$ cat src/rtl/xor_accumulator.sv
// -----------------------------------------------------------------------------
// xor_accumulator
//
// Folds a frame of input words into a single XOR result. A frame ends when
// FRAME_LEN words have been accepted, or earlier on a word flagged in_last.
// The result (XOR, its parity and the word count) is held in registers until
// the consumer takes it with out_ready. While a result is pending, no input
// is accepted.
//
// Parameters
//   WIDTH      data word width in bits (>= 1)
//   FRAME_LEN  maximum words per frame (>= 1)
//   CW         derived count width, $clog2(FRAME_LEN + 1)
//
// Ports
//   clk         rising-edge clock
//   rst_n       asynchronous active-low reset
//   clr         synchronous abort of the current frame and any pending result
//   in_data     input word
//   in_valid    in_data is valid
//   in_last     accepted word ends the frame early
//   in_ready    block accepts a word this cycle (high exactly in ACCUM)
//   out_data    XOR of all words in the frame
//   out_parity  reduction XOR of out_data
//   out_count   number of words in the frame
//   out_valid   result is valid
//   out_ready   consumer takes the result
// -----------------------------------------------------------------------------
module xor_accumulator #(
    parameter int unsigned WIDTH     = 8,
    parameter int unsigned FRAME_LEN = 4,
    localparam int unsigned CW       = $clog2(FRAME_LEN + 1)
) (
    input  logic             clk,
    input  logic             rst_n,
    input  logic             clr,
    input  logic [WIDTH-1:0] in_data,
    input  logic             in_valid,
    input  logic             in_last,
    output logic             in_ready,
    output logic [WIDTH-1:0] out_data,
    output logic             out_parity,
    output logic [CW-1:0]    out_count,
    output logic             out_valid,
    input  logic             out_ready
);

    typedef enum logic [0:0] {
        StAccum,
        StDone
    } state_e;

    // Count value held before the word that completes a full-length frame.
    localparam logic [CW-1:0] LastCnt = CW'(FRAME_LEN - 1);

    state_e           state_q;
    logic [WIDTH-1:0] acc_q;
    logic [CW-1:0]    cnt_q;
    logic [WIDTH-1:0] out_data_q;
    logic             out_parity_q;
    logic [CW-1:0]    out_count_q;
    logic             out_valid_q;

    logic             accept;
    logic             frame_end;
    logic [WIDTH-1:0] acc_next;
    logic [CW-1:0]    cnt_next;

    // in_ready depends on state only so upstream never sees a combinational
    // path from its own valid or from the downstream ready.
    assign in_ready = (state_q == StAccum);

    always_comb begin
        accept    = in_ready && in_valid && !clr;
        acc_next  = acc_q ^ in_data;
        cnt_next  = cnt_q + CW'(1);
        // in_last on the FRAME_LEN-th word is the same single frame end.
        frame_end = accept && (in_last || (cnt_q == LastCnt));
    end

    always_ff @(posedge clk or negedge rst_n) begin
        if (!rst_n) begin
            state_q      <= StAccum;
            acc_q        <= '0;
            cnt_q        <= '0;
            out_data_q   <= '0;
            out_parity_q <= 1'b0;
            out_count_q  <= '0;
            out_valid_q  <= 1'b0;
        end else if (clr) begin
            // Abort wins over everything, including a word on in_data.
            state_q      <= StAccum;
            acc_q        <= '0;
            cnt_q        <= '0;
            out_data_q   <= '0;
            out_parity_q <= 1'b0;
            out_count_q  <= '0;
            out_valid_q  <= 1'b0;
        end else begin
            case (state_q)
                StAccum: begin
                    if (frame_end) begin
                        out_data_q   <= acc_next;
                        out_parity_q <= ^acc_next;
                        out_count_q  <= cnt_next;
                        out_valid_q  <= 1'b1;
                        // Partial state is dead once the result is latched;
                        // clearing here keeps cnt_q bounded below FRAME_LEN.
                        acc_q        <= '0;
                        cnt_q        <= '0;
                        state_q      <= StDone;
                    end else if (accept) begin
                        acc_q <= acc_next;
                        cnt_q <= cnt_next;
                    end
                end
                StDone: begin
                    // Result registers hold until the consumer takes them.
                    if (out_ready) begin
                        out_valid_q <= 1'b0;
                        acc_q       <= '0;
                        cnt_q       <= '0;
                        state_q     <= StAccum;
                    end
                end
                default: begin
                    state_q <= StAccum;
                end
            endcase
        end
    end

    assign out_data   = out_data_q;
    assign out_parity = out_parity_q;
    assign out_count  = out_count_q;
    assign out_valid  = out_valid_q;

`ifndef SYNTHESIS
    cnt_bounded_a : assert property (@(posedge clk) disable iff (!rst_n)
        (state_q == StAccum) |-> (cnt_q <= LastCnt));

    valid_matches_state_a : assert property (@(posedge clk) disable iff (!rst_n)
        out_valid_q == (state_q == StDone));
`endif

endmodule

$ cat config.mk
export PLATFORM = sky130hd
export DESIGN_NAME = xor_accumulator
export DESIGN_NICKNAME = d
export VERILOG_FILES = /design/src/rtl/xor_accumulator.sv
export SDC_FILE = /design/constraint.sdc
export NUM_CORES = 1
export LEC_CHECK = 0
export CORE_MARGIN = 1.5
export CORE_UTILIZATION = 53
export DETAILED_ROUTE_END_ITERATION = 6
export PLACE_DENSITY = 0.93
export SYNTH_ARGS = -nofsm -noshare
export SYNTH_HDL_FRONTEND = slang
export SYNTH_SLANG_ARGS = --single-unit
$ cat constraint.sdc
create_clock -name clk -period 3.9 [get_ports clk]
set_clock_uncertainty 0.1 [all_clocks]
set_input_delay 0.39 -clock clk [delete_from_list [all_inputs] [get_ports clk]]
set_output_delay 0.39 -clock clk [all_outputs]
set_load 0.1 [all_outputs]
==> parameters.txt, run 1 <==
Parameter                              Value

Floorplan
  Die span in y    51.7 microns
  Die extent in x    51.7 microns
  # rows    17
  Area of the core region    2230 sq um
  IO Count    28
  Initial core utilization    0.562
  DIE AREA    2670 sq um

Clock tree
  Maximum number of buffers from clock root to sink    2
  Hold buffer count at CTS    0
  CTS HTree Levels    1
  Root cell of the clock tree    clkbuf_4
  Total clock buffers created by CTS    3
  Count of clock tree sinks    25
  Clock latency on the worst-skew pair    0.32 ns
  Number of gates resized after CTS    0
  Number of post-CTS setup repair buffers    0
  Clock slew seen by the registers of the worst setup and hold paths    around 0.12 ns
  CTS tree    done

Yosys
  Post-Synthesis Mean Instance Area    9.80 sq um
  Part of the Yosys area used for sequential elements    0.499
  Number of warnings reported in the yosys synthesis log    0
  Count of flip-flops with a built-in enable after synthesis    0
  Post-synthesis cell type count    23
  Number of cells produced by synthesis    128
  Synthesized area    between 1000 and 1500 sq um
  Leading register cell type out of synthesis    dfrtp_1
  Share of synthesized flip-flops with an asynchronous set or reset    1.00
  Syn_nets    144
  #FFs+latches synth    25

Min path
  Cells on Worst Hold Path    2
  Startpoint of the tightest hold check path    cnt_q[1]$_DFFE_PN0P_
  End point of the worst hold path    cnt_q[1]$_DFFE_PN0P_
  Worst min path class    flop to flop

STA
  RSZ-0062 raised after global routing    false
  Number of setup violations in the final report    0
  Total Neg Setup Slack    0 ns
  Count of final max-slew check failures    0
  Final worst slack    roughly 1.4 ns
  Slew headroom    0.284
  Crit share post-route    0.644
  Upper clock frequency limit    0.398 GHz
  Final critical path time including I/O delays and setup    2.51 ns
  Fin. Hold Viols    0
  Transition time at the pin with the least slew margin    1.07 ns

Route
  Total iterations of the first detailed-routing run    4
  Detail Route Antenna Nets    0
  Via density per instance    5.49
  Drt drc    0
  First DRT Iteration DRCs    16
  Detailed-route wire length    2450 microns
  Routed length per placed instance    around 13 microns
  Vias    1000

Critical path
  Worst EP arrival    2.02 ns
  Max FO, Critical Path    6
  Worst reg-to-reg setup slack    1.78 ns
  Worst setup path category    flop to output pin
  Longest individual stage delay on the worst path    1.13 ns
  Required time at the endpoint of the critical path    3.41 ns
  Cells along the critical path    inv_1 -> clkdlybuf4s50_1
  Cell depth of the worst flop-to-flop path    7
  Slowest cell on crit path    clkdlybuf4s50_1
  Critical path capture point type    output pin
  Critical Path Source Type    flop
  Crit Reg-Reg Startpoint    cnt_q[0]$_DFFE_PN0P_
  Reg-to-reg endpoint    out_count[0]$_DFFE_PN0P_

Finish
  Post-layout util    0.692
  Multi-input combinational cell area    ~570 sq um
  Post-layout nets    171
  Post-route cell area    1550 sq um
  Synth-to-layout area growth    23.1%
  FF+latch area    ~630 sq um
  Ratio of cells with drive above 1 in the final layout    0.0260
  Number of antenna cells inserted    0
  Filler cell count    167

Global routing
  Wire length of the first global-routing pass    4080 microns
  Combined global-route utilization of all metal layers    0.206
  Pin count of the biggest net entering global routing    26
  Via count of the first global-routing pass    950
  Remaining global-route overflow    0
  Antenna violations before repair    0

Placed design
  DP Area    ~1500 sq um
  Gp weighted congestion    0.809
  Setup Slack @ Placement    about 1.6 ns
  Input/output buffers    27
  HPWL after DPL    approximately 1800 microns

Run
  MaxCap Viol Count    0

Power
  Power density of the placed cells    roughly 370 nW/um^2
  Total power    0.579 mW
  Leakage power summed over all cells    about 0.65 nW
  Maximum vdd drop    0.245 mV

Status
  Run status    finished, final reports clean
power by group:
part | switching [mW] | internal (mW) | total (mW) | leakage [nW]
registers | 0.0107 | 0.274 | 0.284 | 0.341
logic | 0.120 | 0.0605 | 0.180 | 0.290
clock network | 0.0749 | 0.0400 | 0.115 | 0.0150
registers in the layout, summed over array words and instances, names as in the netlist:
signal and count:
state_q 1, out_valid 1, out_data 8, out_parity 1, acc_q 8, out_count 3, cnt_q 3
per-layer routing:
layer | global-route usage | share of wire
met1 | 0.241 | 0.44
met3 | 0.0402 | 0.047
met2 | 0.361 | 0.48
met5 | 0 | 0
met4 | 0.0965 | 0.033
Yosys cell counts, types with 2 or more instances:
cell,number,share of area
nor2_1,6,0.018
nand2b_1,6,0.030
o21ai_1,7,0.028
or3_1,2,0.010
ha_1,2,0.020
inv_1,5,0.015
buf_6,3,0.027
o21ai_0,23,0.092
or2b_1,2,0.012
xnor2_1,15,0.10
nand2_1,10,0.030
clkbuf_1,2,0.0060
nand3b_1,9,0.054
dfrtp_1,25,0.50
a21oi_1,3,0.012
critical path: cells and delay by family, from the launching register on:
family	cells	cell delay [ns]
DFF	1	0.46
buffers and inverters	2	1.24
per-stage QoR:
| stage | std cells | hold slack [ns] |
|---|---|---|
| detailed placement | 178 | 0.380 |
| CTS | 182 | 0.410 |
| global route | 182 | 0.442 |
| global placement | 178 | 0.376 |
| floorplan | 128 | -0.00559 |
| finish | 182 | 0.407 |
cell usage in the layout (no fill, tap or decap):
master           synthesis  layout
clkbuf_1                 2       1
or2b_1                   2       2
o21ai_2                  1       1
xnor2_1                 15      15
or3_1                    2       2
nor2b_1                  1       1
clkbuf_4                 0       3
a21boi_1                 1       1
a21oi_1                  3       3
ha_1                     2       2
o31ai_1                  1       1
dfrtp_1                 25      25
o21ai_0                 23      23
nand2b_1                 6       6
nand3_1                  1       1
nor3_1                   1       1
nor2_1                   6       6
nand3b_1                 9       9
nand2_1                 10      10
a21o_1                   1       1
clkdlybuf4s50_1          0      27
inv_1                    5       5
a21boi_0                 1       1
o21ai_1                  7       7
cells by family after synthesis:
family,share of synthesized area
compound gates,0.163
simple gates,0.166
flops,0.499
xor+xnor,0.105
buf+inv,0.0479
fa+ha+maj,0.0199
worst max path at each step:
stage / endpoint / start / slack (ns)
6_report: in_ready / state_q$_DFF_PN0_ / 1.39
5_1_grt: in_ready / state_q$_DFF_PN0_ / 1.34
2_1_floorplan: cnt_q[2]$_DFFE_PN0P_ / state_q$_DFF_PN0_ / 1.94
3_5_place_dp: acc_q[1]$_DFFE_PN0P_ / clr / 1.59
3_3_place_gp: out_count[0]$_DFFE_PN0P_ / clr / 1.67
4_1_cts: in_ready / state_q$_DFF_PN0_ / 1.39
area by class of cell:
class,count,share of cell area
timing repair buffer,27,0.175
tap,28,0.0227
clock buffer,4,0.0170
inverter,5,0.0121
multi-input combinational,93,0.368
sequential,25,0.405
(Power assumes the default switching activity.)
==> run 2, diff against run 1 <==
--- a/config.mk
+++ b/config.mk
@@ -6,9 +6,9 @@
 export NUM_CORES = 1
 export LEC_CHECK = 0
 export CORE_MARGIN = 1.5
-export CORE_UTILIZATION = 53
+export CORE_UTILIZATION = 49
 export DETAILED_ROUTE_END_ITERATION = 6
-export PLACE_DENSITY = 0.93
+export PLACE_DENSITY = 0.88
 export SYNTH_ARGS = -nofsm -noshare
 export SYNTH_HDL_FRONTEND = slang
 export SYNTH_SLANG_ARGS = --single-unit
==> constraint.sdc (replaced) <==
create_clock -name clk -period 2.6 [get_ports clk]
set_clock_uncertainty 0.1 [all_clocks]
set_input_delay 0.26 -clock clk [delete_from_list [all_inputs] [get_ports clk]]
set_output_delay 0.26 -clock clk [all_outputs]
set_load 0.1 [all_outputs]
==> run 2 against run 1 <==
Via count down 3.8%. Non-clock buffer count up 1. Register-to-register slack worse by 1.3 ns. Critical path type is now flop to flop.
==> parameters.txt, run 2 (synthesis gave the netlist of run 1 again) <==
Parameter                              Value

STA
  Number of setup violations in the final report    0
  Upper clock frequency limit    approximately 0.47 GHz
  Fin. Hold Viols    0
  RSZ-0062 raised after global routing    false
  Count of final max-slew check failures    0
  Slew headroom    0.528
  Crit share post-route    0.819
  Transition time at the pin with the least slew margin    0.708 ns
  Total Neg Setup Slack    0 ns
  Final critical path time including I/O delays and setup    ~2.1 ns

Critical path
  Worst EP arrival    2.22 ns
  Critical Path Source Type    flop
  Required time at the endpoint of the critical path    about 2.7 ns
  Worst setup path category    flop to flop
  Max FO, Critical Path    25
  Critical path capture point type    flop

Route
  Detailed-route wire length    2360 microns
  Routed length per placed instance    12.7 microns
  Via density per instance    about 5.2
  Detail Route Antenna Nets    0
  First DRT Iteration DRCs    12
  Total iterations of the first detailed-routing run    4
  Drt drc    0
  Vias    962

Clock tree
  Clock slew seen by the registers of the worst setup and hold paths    0.14 ns
  Count of clock tree sinks    25
  Number of gates resized after CTS    0
  Hold buffer count at CTS    0
  Root cell of the clock tree    clkbuf_4
  Clock latency on the worst-skew pair    0.31 ns
  Total clock buffers created by CTS    3
  Number of post-CTS setup repair buffers    0
  CTS tree    done
  CTS HTree Levels    1
  Maximum number of buffers from clock root to sink    2

Power
  Comb power frac    0.305
  Sequential fraction of design power    0.495
  Internal Pwr Total    0.556 mW
  Leakage power summed over all cells    0.675 nW
  Switching share of power    0.355
  Maximum vdd drop    0.450 mV
  Portion of total power attributed to the clock network    0.200
  Total power    ~0.86 mW
  Power density of the placed cells    566 nW/um^2
  NetSw    0.306 mW

Finish
  Ratio of cells with drive above 1 in the final layout    0.129
  Synth-to-layout area growth    21.4%
  Number of antenna cells inserted    0
  Most frequent cells in the layout    25 x dfrtp_1, 23 x o21ai_0, 15 x xnor2_1, 15 x buf_4, 13 x clkdlybuf4s50_1
  Leading cell type in the layout, fill and taps excluded    dfrtp_1
  Post-layout nets    about 170

Floorplan
  Initial core utilization    0.511
  Die span in y    53.6 microns
  DIE AREA    2870 sq um
  Die extent in x    53.6 microns
  Area of the core region    2450 sq um
  # rows    18
  IO Count    28

Run
  MaxCap Viol Count    0

Min path
  Worst min path class    input pin to async pin

Global routing
  Wire length of the first global-routing pass    about 3700 microns
  Remaining global-route overflow    0
  Pin count of the biggest net entering global routing    26
  Via count of the first global-routing pass    927
  Combined global-route utilization of all metal layers    0.182
  Antenna violations before repair    0

Placed design
  Input/output buffers    27
  HPWL after DPL    1770 microns
  Gp weighted congestion    0.768

Status
  Run status    finished, final reports clean
==> run 2: cell count changes in the layout (fill, tap and decap cells not counted) <==
cell / delta
clkdlybuf4s50_1: -14
clkbuf_1: -1
clkinvlp_4: +1
buf_4: +15
==> run 2: per-stage QoR <==
step                      setup WS, ns  std cells  hold WS, ns  utilization  cell area, sq um
final                            0.470        185        0.189        0.621              1520
after global routing             0.256        185        0.217        0.621              1520
after CTS                        0.468        185        0.186        0.621              1520
after detailed placement         0.369        181        0.405        0.609              1490
after global placement           0.473        181        0.369        0.609              1490
after floorplan                  0.635        128       -0.136            -              1250
==> run 2: cell type report <==
| cell class | count | area, sq um |
|---|---|---|
| repair buffers | 28 | 243 |
| well taps | 30 | 37.5 |
| clock inverters | 1 | 7.51 |
| flip-flops and latches | 25 | 626 |
| inverters | 5 | 18.8 |
| multi-input cells | 93 | 569 |
| fillers | 204 | 931 |
| clock buffers | 3 | 22.5 |
==> run 2: final timing paths <==
kind | to | start | cells past startpoint | slack, ns
setup reg to reg | out_count[0]$_DFFE_PN0P_ | cnt_q[0]$_DFFE_PN0P_ | 7 | 0.47
setup / recovery | out_count[0]$_DFFE_PN0P_ | cnt_q[0]$_DFFE_PN0P_ | 7 | 0.47
min in group clk | out_valid$_DFFE_PN0P_ | out_valid$_DFFE_PN0P_ | 2 | 0.42
hold reg to reg | out_valid$_DFFE_PN0P_ | out_valid$_DFFE_PN0P_ | 2 | 0.42
max in group asynchronous | out_data[6]$_DFFE_PN0P_ | rst_n | 2 | 1.97
hold / removal | out_data[0]$_DFFE_PN0P_ | rst_n | 2 | 0.19
==> run 2: per-layer routing <==
layer / track usage / vias to the layer above / share of wire
li1: - / 484 / -
met1: 0.208 / 454 / 0.40
met2: 0.337 / 22 / 0.55
met3: 0.0250 / 2 / 0.045
met4: 0.0769 / 0 / 0.0081
met5: 0 / - / 0
==> run 2: worst max-delay path: stages, from the launching register on <==
cell     delay (ns)
dfrtp_1        0.44
ha_1           0.22
ha_1           0.21
o21ai_2        0.17
or3_1          0.59
nor2_1         0.08
a21oi_1        0.13
nor2_1         0.06
==> run 2: power by group through the flow <==
stage	clock network (mW)	registers, mW	logic (mW)
after floorplan	0	0.524	0.103
after global placement	0	0.433	0.260
after detailed placement	0	0.435	0.264
after CTS	0.180	0.427	0.265
after global routing	0.192	0.430	0.280
final	0.173	0.427	0.263
